**config.mk**
```make
export PLATFORM = sky130hd
export DESIGN_NAME = frame_tx
export DESIGN_NICKNAME = d
export VERILOG_FILES = /design/src/rtl/frame_tx.sv
export SDC_FILE = /design/constraint.sdc
export NUM_CORES = 1
export LEC_CHECK = 0
export ABC_AREA = 1
export CAP_MARGIN = 20
export CELL_PAD_IN_SITES_DETAIL_PLACEMENT = 1
export CELL_PAD_IN_SITES_GLOBAL_PLACEMENT = 1
export CORE_MARGIN = 3
export CORE_UTILIZATION = 44
export DETAILED_ROUTE_END_ITERATION = 7
export PLACE_DENSITY = 0.94
export SLEW_MARGIN = 30
export SYNTH_ARGS = -nofsm -noshare
export SYNTH_HDL_FRONTEND = slang
export SYNTH_SLANG_ARGS = --single-unit
export TNS_END_PERCENT = 5
```
**constraint.sdc**
```tcl
create_clock -name clki -period 4 [get_ports clki]
set_clock_uncertainty 0.05 [all_clocks]
set_input_delay 0.8 -clock clki [delete_from_list [all_inputs] [get_ports clki]]
set_output_delay 0.8 -clock clki [all_outputs]
set_load 0.01 [all_outputs]
```
**src/rtl/frame_tx.sv**
```systemverilog
// ----------------------------------------------------------------------------
// frame_tx
// Serial frame transmitter. Drives one over-the-air frame on tx_out:
//   wake-up tone (WU_LEN bit periods, 1,0,1,0...), one guard bit of 0,
//   one sync bit of 1 (its rising edge is the receiver's sync point),
//   then NUM_BYTES payload bytes, MSB first.
// Each bit period lasts DATARATE_DIV clki cycles.
//
// Optional build macro: FRAME_TX_MANCHESTER_EN
//   When defined, payload bits are Manchester coded (bit value for the first
//   half of the period, inverted for the second half). Wake-up, guard and
//   sync bits are always plain NRZ. Frame length is identical either way.
//
// Ports:
//   clki        system clock, everything on posedge
//   rst         synchronous active-high reset
//   start       frame request, only looked at while idle
//   data_in     payload byte from the upstream buffer
//   data_valid  data_in holds a valid byte
//   data_ready  one-cycle fetch strobe; a byte moves when
//               data_ready & data_valid are both high in the same cycle
//   tx_out      serial line to the modulator (registered)
//   busy        high while a frame is on the line (registered)
//   done        one-cycle pulse after the last payload bit period
//   underflow   sticky: some fetch of this frame found data_valid low
// ----------------------------------------------------------------------------
module frame_tx #(
   parameter int DATARATE_DIV = 100,
   parameter int WU_LEN       = 16,
   parameter int NUM_BYTES    = 125
) (
   input  logic       clki,
   input  logic       rst,
   input  logic       start,
   input  logic [7:0] data_in,
   input  logic       data_valid,
   output logic       data_ready,
   output logic       tx_out,
   output logic       busy,
   output logic       done,
   output logic       underflow
);

   localparam int CW        = $clog2(DATARATE_DIV);
   localparam int DATA_BITS = 8 * NUM_BYTES;
   localparam int MAX_BITS  = (WU_LEN > DATA_BITS) ? WU_LEN : DATA_BITS;
   localparam int IW        = $clog2(MAX_BITS + 1);

   localparam logic [CW-1:0] CNT_LAST  = CW'(DATARATE_DIV - 1);
   localparam logic [IW-1:0] WU_LAST   = IW'(WU_LEN - 1);
   localparam logic [IW-1:0] DATA_LAST = IW'(DATA_BITS - 1);
   // Bit index of the first bit of the final byte; fetches stop there.
   localparam logic [IW-1:0] FETCH_LIM = IW'(DATA_BITS - 8);
`ifdef FRAME_TX_MANCHESTER_EN
   localparam logic [CW-1:0] CNT_HALF  = CW'(DATARATE_DIV / 2 - 1);
`endif

   typedef enum logic [2:0] {
      S_IDLE,
      S_WAKEUP,
      S_GUARD,
      S_SYNC,
      S_DATA
   } state_t;

   state_t        state, state_n;
   logic [CW-1:0] cnt, cnt_n;          // cycle within the current bit period
   logic [IW-1:0] idx, idx_n;          // bit index within the current section
   logic [7:0]    shreg, shreg_n;      // byte on the line, current bit at [7]
   logic [7:0]    nxt_byte, nxt_byte_n;// byte fetched ahead for the next slot
   logic          tx_n, busy_n, done_n, underflow_n;
   logic          bit_end;
   logic [7:0]    fetch_byte;

   always_ff @(posedge clki) begin
      if (rst) begin
         state     <= S_IDLE;
         cnt       <= '0;
         idx       <= '0;
         shreg     <= '0;
         nxt_byte  <= '0;
         tx_out    <= 1'b0;
         busy      <= 1'b0;
         done      <= 1'b0;
         underflow <= 1'b0;
      end else begin
         state     <= state_n;
         cnt       <= cnt_n;
         idx       <= idx_n;
         shreg     <= shreg_n;
         nxt_byte  <= nxt_byte_n;
         tx_out    <= tx_n;
         busy      <= busy_n;
         done      <= done_n;
         underflow <= underflow_n;
      end
   end

   always_comb begin
      state_n     = state;
      cnt_n       = cnt;
      idx_n       = idx;
      shreg_n     = shreg;
      nxt_byte_n  = nxt_byte;
      tx_n        = tx_out;
      busy_n      = busy;
      done_n      = 1'b0;
      underflow_n = underflow;
      data_ready  = 1'b0;
      bit_end     = (cnt == CNT_LAST);
      // A missing byte is replaced by zero so the frame length never changes.
      fetch_byte  = data_valid ? data_in : 8'h00;

      case (state)
         S_IDLE: begin
            tx_n   = 1'b0;
            busy_n = 1'b0;
            if (start) begin
               state_n     = S_WAKEUP;
               cnt_n       = '0;
               idx_n       = '0;
               tx_n        = 1'b1;
               busy_n      = 1'b1;
               underflow_n = 1'b0;
            end
         end

         S_WAKEUP: begin
            if (bit_end) begin
               cnt_n = '0;
               if (idx == WU_LAST) begin
                  state_n = S_GUARD;
                  idx_n   = '0;
                  tx_n    = 1'b0;
               end else begin
                  idx_n = idx + IW'(1);
                  // Tone bit k is 1 for even k; the next bit is odd iff idx is even.
                  tx_n  = idx[0];
               end
            end else begin
               cnt_n = cnt + CW'(1);
            end
         end

         S_GUARD: begin
            if (bit_end) begin
               cnt_n   = '0;
               state_n = S_SYNC;
               tx_n    = 1'b1;
            end else begin
               cnt_n = cnt + CW'(1);
            end
         end

         S_SYNC: begin
            if (bit_end) begin
               data_ready = 1'b1;
               if (!data_valid) underflow_n = 1'b1;
               shreg_n = fetch_byte;
               tx_n    = fetch_byte[7];
               cnt_n   = '0;
               idx_n   = '0;
               state_n = S_DATA;
            end else begin
               cnt_n = cnt + CW'(1);
            end
         end

         S_DATA: begin
            // Next byte is pulled in at the end of bit 0 of the current one,
            // leaving seven bit periods of slack before it is needed.
            if (bit_end && (idx[2:0] == 3'd0) && (idx < FETCH_LIM)) begin
               data_ready = 1'b1;
               if (!data_valid) underflow_n = 1'b1;
               nxt_byte_n = fetch_byte;
            end
            if (bit_end) begin
               cnt_n = '0;
               if (idx == DATA_LAST) begin
                  state_n = S_IDLE;
                  idx_n   = '0;
                  tx_n    = 1'b0;
                  busy_n  = 1'b0;
                  done_n  = 1'b1;
               end else begin
                  idx_n = idx + IW'(1);
                  if (idx[2:0] == 3'd7) begin
                     shreg_n = nxt_byte;
                     tx_n    = nxt_byte[7];
                  end else begin
                     shreg_n = {shreg[6:0], 1'b0};
                     tx_n    = shreg[6];
                  end
               end
            end else begin
               cnt_n = cnt + CW'(1);
`ifdef FRAME_TX_MANCHESTER_EN
               // Second half of a payload bit carries the inverted value.
               if (cnt == CNT_HALF) tx_n = ~shreg[7];
`endif
            end
         end

         default: begin
            state_n = S_IDLE;
            tx_n    = 1'b0;
            busy_n  = 1'b0;
         end
      endcase
   end

endmodule

```
==> results.yml, run 1 <==
floorplan:
  pin_count: 17
  num_rows: 25
  coreArea_sq_um: 4850
  dieWidth_um: 77.6
  dieArea_sq_um: 6020
  start_util: 0.465
  die_h_um: 77.6
synth:
  synth.distinct_cells: 32
  ys_seq_area_frac: 0.346
  synth_top_area_share: 0.346
  ys_seq_elements: 39
  syn_inst: 343
  syn-cell-area_sq_um: 2250
  syn_nets: 360
  synth_area_leaders: "dfxtp_1, nand2_1, nor2_1"
  ys_warn_count: 0
  synth_top_cell_by_area: "dfxtp_1"
  syn_avg_cell_area_sq_um: 6.57
cts:
  htreeDepth: 2
  clkLatencyLatePin_ps: 300
  cts.sinks: 39
  cts_buffers: 5
  clock_path_buffers: 2
  cts_resized: 0
  cts_tree: "yes"
  path_clk_slew_ps: 80
  post_cts_buffers: 0
  cts_root_buffer: "clkbuf_8"
  cts_hold_buf: 0
setup_path:
  crit_slowest_cell: "clkdlybuf4s50_1"
  required_ps: 3150
  crit_chain: "nor2_4 > nand2_2 > inv_2 > nand4_4 > nand2_1 > clkdlybuf4s50_1"
  worst-setup-path-type: "reg2out"
  crit_family: "buffers and inverters"
  startpoint_type: "flip-flop"
  arrival_ps: 2240
  critPathBufInv: 2
  worstPathMaxFanout: 17
  cp-end-kind: "output pin"
  slowest_delay_ps: 550
drt:
  vias_per_cell: 5.33
  drtAntennaViolNets: 0
  drtPass1Iterations: 4
  drc_errors: 0
  drt_iter0_markers: 118
  wl_um: 6200
  post_drt_wl_per_cell_um: 14.6
  vias: 2267
global_route:
  grt_pass1_vias: 2397
  overflow: 0
  grt_first_pass_wirelength_um: 11000
  grt_max_degree: 18
  grt.total_usage: 0.226
  antenna_found_initial: 0
run:
  cap_viol_max_count: 0
placement:
  dpl.hpwl_um: 4640
  pre_cts_ws_ps: 1270
  portBuffers: 16
  place_area_sq_um: 2450
  gp_congestion: 0.846
sta:
  tightestPinTransition_ps: 595
  min_period_ps: 3090
  worst_slack_ps: 906
  slew_violations: 0
  fmax_ghz: 0.323
  rsz0062_at_grt: "false"
  hold_violations: 0
  relSlewSlack: 0.604
  setup_viol: 0
  tns_ps: 0
  min_period_over_period: 0.773
pwr:
  p_per_area_nw_per_um2: 476
  finalPower_w: 0.00121
  leakage_nw: 1.00
  vdd_drop_max_mv: 0.244
finish:
  fin_nets: 375
  regArea_sq_um: 781
  antennaDiodeCount: 0
  final_cell_mix: "nand2_1, nor2_1, dfxtp_1"
  area_growth_pct: 12.4
  n_fill_cell: 642
  final_area_sq_um: 2530
  drive_above_1_share: 0.106
  final_common_cell: "nand2_1"
  fin_util: 0.523
  multi_input_area_sq_um: 1290
outcome:
  outcome: "complete, no violations"
min_path:
  hold_class: "reg2reg"
[metal layers]
metal	up-vias	wire, um	track usage
met1	1091	2840	0.279
li1	1130	-	-
met2	35	3050	0.389
met5	-	0	0
met4	0	125	0.0783
met3	11	175	0.0441
[cells by family after synthesis]
group	share of synthesized area
compound gates	0.124
xor+xnor	0.00777
fa+ha+maj	0.0277
buf+inv	0.0810
flops	0.346
mux	0.0178
simple gates	0.396
[final cells by class]
class	instances	share of cell area
inverter	33	0.0489
clock inverter	1	0.00197
multi-input combinational	262	0.509
tap	67	0.0331
timing repair buffer	17	0.0661
clock buffer	6	0.0326
sequential	39	0.308
[power by group]
group          switching, W  internal [W]
sequential        0.0000449      0.000423
combinational      0.000322      0.000141
clock              0.000141      0.000135
[worst register-to-register path: cells and delay by family (launching register included)]
| family | cells | cell delay (ps) |
|---|---|---|
| simple gates | 6 | 710 |
| flops | 1 | 370 |
| compound gates | 1 | 560 |
| buf+inv | 1 | 50 |
| fa+ha+maj | 1 | 230 |
[cell usage after synthesis]
cell type	count
nand2_1	94
nor2_1	49
dfxtp_1	39
inv_1	29
o21ai_0	27
nand3_1	24
a21oi_1	19
nand2_2	7
or2_2	7
ha_1	5
clkbuf_1	4
inv_2	4
mux2i_1	4
nor3_1	4
buf_6	3
a21oi_2	2
buf_2	2
nand3b_1	2
nor2_2	2
nor2_4	2
nor3b_1	2
o21ai_2	2
a31o_2	1
nand3_2	1
nand4_1	1
nand4_2	1
nand4_4	1
nor4_1	1
o21ai_1	1
or2_0	1
xnor2_1	1
xor2_1	1
[flip-flops by register name (all words and copies together), names as in the netlist]
signal     count
state          3
tx_out         1
busy           1
shreg          7
idx           10
cnt            7
underflow      1
nxt_byte       8
done           1
[path summary, 6_finish.rpt]
| check | start | to | slack (ps) | depth (start not counted) |
|---|---|---|---|---|
| max | state[1] | data_ready | 910 | 6 |
| min | tx_out | tx_out | 420 | 2 |
| max reg2reg | cnt[0] | idx[3] | 1970 | 9 |
| min reg2reg | tx_out | tx_out | 420 | 2 |
[metrics by stage]
stage                     std cells  hold slack [ps]
after CTS                       425              420
after global routing            425              448
after global placement          418              387
after detailed placement        418              408
final                           425              417
after floorplan                 343              389
(Power assumes the default switching activity.)
==> run 2: changes to the inputs <==
Settings changed: CORE_UTILIZATION 44 to 37, PLACE_DENSITY 0.94 to 0.86.
Clock period 4 ns to 2.75 ns, I/O delays scaled along.
==> results.yml, run 2 (synthesized netlist as in run 1, its figures left out) <==
drt:
  vias: 2219
  post_drt_wl_per_cell_um: 14.7
  vias_per_cell: 5.08
  wl_um: 6410
  drtPass1Iterations: 4
  drt_iter0_markers: 90
  drc_errors: 0
  drtAntennaViolNets: 0
sta:
  min_period_ps: 2600
  slew_violations: 0
  relSlewSlack: 0.606
  min_period_over_period: 0.946
  tns_ps: 0
  rsz0062_at_grt: "false"
  fmax_ghz: 0.384
  hold_violations: 0
  setup_viol: 0
  tightestPinTransition_ps: 590
min_path:
  hold_path.startpoint: "underflow"
  hold_end: "underflow"
  whs_path_depth: 2
  hold_class: "reg2reg"
cts:
  cts_resized: 0
  cts_hold_buf: 0
  clock_path_buffers: 2
  post_cts_buffers: 0
  cts.sinks: 39
  cts_root_buffer: "clkbuf_8"
  cts_buffers: 5
  clkLatencyLatePin_ps: 310
  path_clk_slew_ps: 80
  cts_tree: "yes"
  htreeDepth: 2
floorplan:
  dieWidth_um: 84.1
  num_rows: 27
  start_util: 0.395
  dieArea_sq_um: 7070
  die_h_um: 84.1
  pin_count: 17
  coreArea_sq_um: 5710
setup_path:
  r2r_end: "state[1]"
  slowest_delay_ps: 530
  startpoint_type: "flip-flop"
  r2r_slack_ps: 820
  crit_slowest_cell: "clkdlybuf4s50_1"
  crit_chain: "ha_1 > nand2_1 > nor2_4 > nand4_4 > nand2_1 > clkdlybuf4s50_1"
  arrival_ps: 2000
  worst-r2r-cell-count: 11
  worst-setup-path-type: "reg2out"
  crit_path_frequent_cell: "nand2_1"
  reg2reg_from: "idx[0]"
  worstPathMaxFanout: 9
  cp-end-kind: "output pin"
  required_ps: 2150
global_route:
  grt_pass1_vias: 2351
  antenna_found_initial: 0
  overflow: 0
  grt_first_pass_wirelength_um: 11000
  grt.total_usage: 0.190
  grt_max_degree: 18
pwr:
  netSwitchingPower_w: 0.000764
  p_per_area_nw_per_um2: 725
  p_seq_frac: 0.358
  vdd_drop_max_mv: 0.312
  leakage_nw: 1.04
  pwr-share-comb: 0.372
  p_int_w: 0.00113
  netSwitchingFraction: 0.403
  clkPwrFrac: 0.270
finish:
  fin_nets: 381
  largest_reg_flops: 10
  top_register: "idx"
  fin_util: 0.458
  final_common_cell: "nand2_1"
  multi_input_area_sq_um: 1290
  regArea_sq_um: 781
  antennaDiodeCount: 0
  area_growth_pct: 16.0
  final_cell_mix: "nand2_1, nor2_1, dfxtp_1"
  final_area_sq_um: 2620
  drive_above_1_share: 0.123
  reg.largest.list: "idx: 10 flops, nxt_byte: 8 flops"
  n_fill_cell: 765
placement:
  gp_congestion: 0.831
  portBuffers: 16
  place_area_sq_um: 2480
  dpl.hpwl_um: 4690
outcome:
  outcome: "complete, no violations"
run:
  cap_viol_max_count: 0
[run 2: changes by cell type in the layout (fill, tap and decap cells not counted), sizes merged]
cell	previous run	this run
buf	1	7
bufinv	0	1
[run 2: power groups by stage]
| stage | registers [W] | logic [W] | clock network (W) |
|---|---|---|---|
| after floorplan | 0.000684 | 0.000493 | 0 |
| after global placement | 0.000686 | 0.000667 | 0 |
| after detailed placement | 0.000691 | 0.000698 | 0 |
| after CTS | 0.000679 | 0.000703 | 0.000519 |
| after global routing | 0.000688 | 0.000793 | 0.000547 |
| final | 0.000680 | 0.000705 | 0.000513 |
[run 2: worst max-delay path: cells and delay by family (launching register included)]
family | cells | cell delay (ps)
DFF | 1 | 360
buffers and inverters | 1 | 530
and+or+nand+nor | 4 | 570
adders and majority gates | 1 | 220
[run 2: worst max path at each step]
stage / from / to / slack, ps
3_5_place_dp: cnt[1] / data_ready / 370
3_3_place_gp: cnt[0] / data_ready / 450
6_report: cnt[0] / data_ready / 150
2_1_floorplan: cnt[0] / data_ready / 1010
5_1_grt: cnt[0] / data_ready / 30
4_1_cts: cnt[1] / data_ready / 20
[run 2: per-layer routing]
layer / share of wire / track usage / wire length (um)
met4: 0.014 / 0.0512 / 89
met3: 0.024 / 0.0424 / 152
met2: 0.51 / 0.353 / 3270
met5: 0 / 0 / 0
met1: 0.45 / 0.216 / 2910
[run 2: cell type report]
class,count,share of cell area
clock buffers,6,0.0316
clock inverters,2,0.0134
inverters,33,0.0473
multi-input cells,262,0.494
flip-flops and latches,39,0.298
well taps,72,0.0344
repair buffers,23,0.0813
[run 2: metrics by stage]
stage / std cells / total power (W) / setup slack (ps) / hold WS [ps]
final: 437 / 0.00190 / 148 / 407
after global routing: 437 / 0.00203 / 28.6 / 443
after CTS: 434 / 0.00190 / 16.8 / 413
after detailed placement: 426 / 0.00139 / 368 / 400
after global placement: 426 / 0.00135 / 448 / 386
after floorplan: 343 / 0.00118 / 1010 / 389
